$ cat config.mk
export PLATFORM = sky130hd
export DESIGN_NAME = light_dance_rx_flat
export DESIGN_NICKNAME = d
export VERILOG_FILES = /design/src/rtl/light_dance_rx_if.sv /design/src/rtl/light_dance_rx.sv /design/src/flat_wrapper.sv
export SDC_FILE = /design/constraint.sdc
export NUM_CORES = 1
export LEC_CHECK = 0
export CAP_MARGIN = 5
export CORE_ASPECT_RATIO = 0.5
export CORE_MARGIN = 2
export CORE_UTILIZATION = 30
export DETAILED_ROUTE_END_ITERATION = 7
export HOLD_SLACK_MARGIN = 0.1
export PLACE_DENSITY_LB_ADDON = 0.15
export SYNTH_ARGS = -nofsm -noshare
export SYNTH_HDL_FRONTEND = slang
export SYNTH_SLANG_ARGS = --single-unit
export TNS_END_PERCENT = 5
$ cat constraint.sdc
create_clock -name clk -period 6.1 [get_ports clk]
set_input_delay 0.61 -clock clk [delete_from_list [all_inputs] [get_ports clk]]
set_output_delay 0.61 -clock clk [all_outputs]
set_load 0.05 [all_outputs]
$ cat src/rtl/light_dance_rx_if.sv
// Word stream in, recovered bit / error status out, for the light-dance receiver.
// No timing of its own: a bundle of signals between driver and receiver.
// No backpressure: the receiver accepts one word on every cycle rx_valid is high.
interface light_dance_rx_if;
  logic [7:0]  rx_data;
  logic        rx_valid;
  logic        clear;
  logic        dout;
  logic        dout_valid;
  logic        err;
  logic [15:0] err_cnt;
  logic [1:0]  state;

  modport master (
    output rx_data, rx_valid, clear,
    input  dout, dout_valid, err, err_cnt, state
  );

  modport slave (
    input  rx_data, rx_valid, clear,
    output dout, dout_valid, err, err_cnt, state
  );
endinterface

$ cat src/rtl/light_dance_rx.sv
// Light-dance receiver: locks onto a generator state-word stream and recovers its serial input bit.
// Latency: all outputs registered, one clock after the sampling edge.
// No backpressure: one word per cycle is accepted indefinitely, there is no ready signal.
module light_dance_rx #(
  parameter int unsigned LOCK_CNT   = 4,
  parameter int unsigned UNLOCK_CNT = 4
) (
  input  logic             clk,
  input  logic             arst,
  light_dance_rx_if.slave  bus
);

  typedef enum logic [1:0] {
    ST_IDLE   = 2'd0,
    ST_HUNT   = 2'd1,
    ST_LOCKED = 2'd2
  } state_t;

  // Low 7 bits of the generator step with a zero input bit. The MSB of the
  // next word is the only bit that depends on the input, so it is never predicted.
  function automatic logic [6:0] f_pred7(input logic [7:0] s);
    f_pred7 = {s[7], s[0] ^ s[6], s[0] ^ s[5], s[4], s[3], s[0] ^ s[2], s[0] ^ s[1]};
  endfunction

  state_t      r_state;
  logic [3:0]  r_good;
  logic [3:0]  r_bad;
  logic [7:0]  r_p;
  logic        r_dout;
  logic        r_dout_valid;
  logic        r_err;
  logic [15:0] r_err_cnt;

  logic [6:0]  w_pred;
  logic        w_match;
  logic        w_bit;
  logic [3:0]  w_good_nxt;
  logic [3:0]  w_bad_nxt;

  assign w_pred     = f_pred7(r_p);
  assign w_match    = (bus.rx_data[6:0] == w_pred);
  assign w_bit      = bus.rx_data[7] ^ r_p[0];
  assign w_good_nxt = r_good + 4'd1;
  assign w_bad_nxt  = r_bad + 4'd1;

  // Lock state machine, word history and registered outputs in one place.
  always_ff @(posedge clk or negedge arst) begin
    if (!arst) begin
      r_state      <= ST_IDLE;
      r_good       <= 4'd0;
      r_bad        <= 4'd0;
      r_p          <= 8'h00;
      r_dout       <= 1'b0;
      r_dout_valid <= 1'b0;
      r_err        <= 1'b0;
      r_err_cnt    <= 16'h0000;
    end else begin
      r_dout_valid <= 1'b0;
      r_err        <= 1'b0;
      if (bus.clear) begin
        // Clear wins over a word arriving in the same cycle; that word is dropped.
        r_state   <= ST_IDLE;
        r_good    <= 4'd0;
        r_bad     <= 4'd0;
        r_dout    <= 1'b0;
        r_err_cnt <= 16'h0000;
      end else if (bus.rx_valid) begin
        r_p <= bus.rx_data;
        case (r_state)
          ST_IDLE: begin
            r_state <= ST_HUNT;
            r_good  <= 4'd0;
          end
          ST_HUNT: begin
            if (w_match) begin
              r_good <= w_good_nxt;
              if (w_good_nxt == 4'(LOCK_CNT)) begin
                r_state <= ST_LOCKED;
                r_bad   <= 4'd0;
              end
            end else begin
              r_good <= 4'd0;
            end
          end
          ST_LOCKED: begin
            if (w_match) begin
              r_dout       <= w_bit;
              r_dout_valid <= 1'b1;
              r_bad        <= 4'd0;
            end else begin
              r_err <= 1'b1;
              if (r_err_cnt != 16'hFFFF) begin
                r_err_cnt <= r_err_cnt + 16'd1;
              end
              r_bad <= w_bad_nxt;
              if (w_bad_nxt == 4'(UNLOCK_CNT)) begin
                r_state <= ST_HUNT;
                r_good  <= 4'd0;
              end
            end
          end
          default: r_state <= ST_IDLE;
        endcase
      end
    end
  end

  assign bus.dout       = r_dout;
  assign bus.dout_valid = r_dout_valid;
  assign bus.err        = r_err;
  assign bus.err_cnt    = r_err_cnt;
  assign bus.state      = r_state;

endmodule
$ cat src/flat_wrapper.sv
// flat-port wrapper written by rule: the top's interface ports become plain ports
module light_dance_rx_flat 
#(
  parameter int unsigned LOCK_CNT   = 4,
  parameter int unsigned UNLOCK_CNT = 4
)
  (clk, arst, bus_rx_data, bus_rx_valid, bus_clear, bus_dout, bus_dout_valid, bus_err, bus_err_cnt, bus_state);
  light_dance_rx_if bus_i ();
  input  logic clk;
  input  logic arst;
  input wire logic [$bits(bus_i.rx_data)-1:0] bus_rx_data;
  input wire logic [$bits(bus_i.rx_valid)-1:0] bus_rx_valid;
  input wire logic [$bits(bus_i.clear)-1:0] bus_clear;
  output wire logic [$bits(bus_i.dout)-1:0] bus_dout;
  output wire logic [$bits(bus_i.dout_valid)-1:0] bus_dout_valid;
  output wire logic [$bits(bus_i.err)-1:0] bus_err;
  output wire logic [$bits(bus_i.err_cnt)-1:0] bus_err_cnt;
  output wire logic [$bits(bus_i.state)-1:0] bus_state;
  assign bus_i.rx_data = bus_rx_data;
  assign bus_i.rx_valid = bus_rx_valid;
  assign bus_i.clear = bus_clear;
  assign bus_dout = bus_i.dout;
  assign bus_dout_valid = bus_i.dout_valid;
  assign bus_err = bus_i.err;
  assign bus_err_cnt = bus_i.err_cnt;
  assign bus_state = bus_i.state;
  light_dance_rx #(.LOCK_CNT(LOCK_CNT), .UNLOCK_CNT(UNLOCK_CNT)) u_core (.clk(clk), .arst(arst), .bus(bus_i));
endmodule
==> flow_metrics.tcl <==
set metrics [dict create \
    finalClockSkew_ns 0.00253 \
    root_buffer "clkbuf_16" \
    grt_start_max_net_pins 38 \
    drv_cap 0 \
    wire_per_inst_um 13.4 \
    viasPerCell 5.04 \
    postCtsSetupBuffers 0 \
    clk_pin_slew_ns 0.06 \
    syn_nets 231 \
    clk_latency_ns 0.28 \
    endpoint_kind "flip-flop" \
    first_pass_iters 4 \
    syn_area_um2 2080 \
    diodes 0 \
    grtUsageTotal_pct 13.1 \
    detail-route-antenna-nets 0 \
    io_pins 33 \
    place_congestion 0.773 \
    required_ns 6.27 \
    clock_path_buffers 2 \
    crit_buf_inv 2 \
    syn_avg_cell_area_um2 9.70 \
    slew_headroom_pct 39.4 \
    num_vias 1720 \
    cts-buffers-inserted 5 \
    nFillCells 669 \
    nets 265 \
    synth_cell_types 44 \
    synth-seq-area-share_pct 44.6 \
    setup-tns-final_ns 0 \
    rsz0062_at_grt "no" \
    dieArea_um2 7640 \
    grt_pass1_wl_um 7650 \
    netlist_instances 214 \
    port_buffers 32 \
    synth-seq-cells 37 \
    cpLargestDelayFamily "simple AND/OR/NAND/NOR gates" \
    drc 0 \
    cts_tree "built" \
    htreeDepth 2 \
    worstSetupPathType "input port to flip-flop" \
    clock_sinks 37 \
    final_max_slew_viol_count 0 \
    grt_antenna_before_repair 0 \
    placedCellCount 333 \
    synth_ff_type "dfrtp_1" \
    cp-start-kind "input port" \
    yosys-top-cells-area "dfrtp_1, mux2_2, a21oi_1" \
    fin_cells 341 \
    synth_common_cells "dfrtp_1, a21oi_1, nand2_1, nor2_1" \
    dp_hpwl_um 3250 \
    hold_path.class "input port to async pin" \
    setup_violations 0 \
    period_minus_slack_ns 2.69 \
    reg2reg_depth 7 \
    first_iter_violations 167 \
    synth_edf_count 0 \
    powerDensity_nw_per_um2 215 \
    critPathMaxFanout 10 \
    drive_above_1_share_pct 10.0 \
    async_flop_share_pct 100 \
    status "finished, final reports clean" \
    synth_top_area_share_pct 44.6 \
    areaGrowthSynthToFinish_pct 26.5 \
    yosys_warnings 0 \
    crit_arrival_ns 2.86 \
    grt_pass1_vias 1603 \
    cts_resized 0 \
    fmax_mhz 372 \
    drt-total-wl_um 4580 \
    dieWidth_um 122 \
    worst_pin_slew_ns 0.902 \
    fin_crit_sh_pct 44.1 \
    path_depth 6 \
    num_rows 21 \
    ir_drop_mv 0.0970 \
    dieHeight_um 62.8 \
    power_leakage_nw 1.06 \
    path_cells "clkdlybuf4s50_1, inv_1, nor3_2, o21ai_2, nor4_1, mux2_1" \
    coreArea_um2 6700 \
    reg2reg_setup_slack_ns 3.69 \
    holdBufCountCts 0 \
    hold_viol_final 0 \
    slowest_delay_ns 0.66 \
    start_util_pct 31.0 \
    yosysMostFrequentCell "dfrtp_1" \
    synth.largest_area_cell "dfrtp_1" \
    cp_slowest_cell "clkdlybuf4s50_1" \
    overflow 0 \
]
worst paths after layout:
check                                            from                     end
worst min-delay path                             arst           u_core.r_p[5]
worst max-delay path                     bus_rx_valid  u_core.bus.err_cnt[12]
min in group clk                     u_core.r_good[2]        u_core.r_good[2]
max in group asynchronous                        arst  u_core.bus.err_cnt[11]
worst min register to register       u_core.r_good[2]        u_core.r_good[2]
worst max register to register  u_core.bus.err_cnt[0]   u_core.bus.err_cnt[2]
where the power goes:
group,switching [mW],internal (mW)
Clock,0.0993,0.150
Combinational,0.0291,0.0244
Sequential,0.00688,0.254
Total,0.135,0.428
sequential cells by signal (all words and copies together), names as in the netlist:
| register | flops |
|---|---|
| u_core.bus.err_cnt | 16 |
| u_core.r_p | 8 |
| u_core.r_bad | 4 |
| u_core.r_good | 4 |
| u_core.bus.state | 2 |
| u_core.bus.dout | 1 |
| u_core.bus.dout_valid | 1 |
| u_core.bus.err | 1 |
metrics by stage:
step / setup slack, ns / util [%] / hold slack (ns) / total power [mW] / area, um2
4_1_cts: 3.47 / 39.2 / 0.474 / 0.572 / 2630
3_3_place_gp: 3.28 / 37.1 / 0.511 / 0.319 / 2490
6_report: 3.41 / 39.2 / 0.434 / 0.564 / 2630
3_5_place_dp: 3.17 / 37.1 / 0.512 / 0.320 / 2490
2_1_floorplan: 3.84 / - / 0.314 / 0.298 / 2080
5_1_grt: 3.31 / 39.2 / 0.515 / 0.591 / 2630
layer usage:
metal  track usage (%)  share of wire (%)
met1              17.7                 50
met2              18.3                 42
met3              5.02                6.3
met4              6.47                1.6
met5                 0                  0
kinds of logic after synthesis:
family / Yosys count / synth area share (%)
compound gates: 46 / 13.9
xor+xnor: 11 / 4.64
fa+ha+maj: 5 / 3.01
buf+inv: 17 / 3.31
flops: 37 / 44.6
mux: 17 / 9.22
simple gates: 81 / 21.3
cells in the final DEF (no fill, tap or decap), types with 2 or more instances in the layout:
cell / Yosys / final
o21ai_2: 2 / 2
xnor2_1: 7 / 7
o31ai_1: 4 / 4
a21oi_1: 17 / 17
inv_1: 11 / 11
o21ai_0: 11 / 11
nor2_1: 13 / 13
nor4_1: 2 / 2
nand4_1: 10 / 10
mux2i_1: 3 / 3
and3_1: 6 / 6
mux2_2: 9 / 9
ha_1: 5 / 5
or3_1: 8 / 8
mux2_1: 4 / 4
clkdlybuf4s50_1: 0 / 31
dfrtp_1: 37 / 37
a22o_1: 2 / 2
nor3_1: 4 / 4
clkbuf_16: 0 / 5
xor2_1: 4 / 4
nand2_1: 13 / 13
nand2b_1: 4 / 4
nor2b_1: 4 / 4
clkinv_2: 0 / 2
nand3_1: 8 / 8
or4_1: 4 / 4
area by class of cell:
cell class | count | area (um2) | area share, %
Tap cell | 92 | 115 | 4.39
Clock buffer | 6 | 129 | 4.91
Clock inverter | 2 | 10.0 | 0.381
Sequential cell | 37 | 926 | 35.3
Timing Repair Buffer | 33 | 323 | 12.3
Inverter | 11 | 41.3 | 1.57
Multi-Input combinational cell | 160 | 1080 | 41.2
No activity file was read; power rests on OpenSTA's default activity.
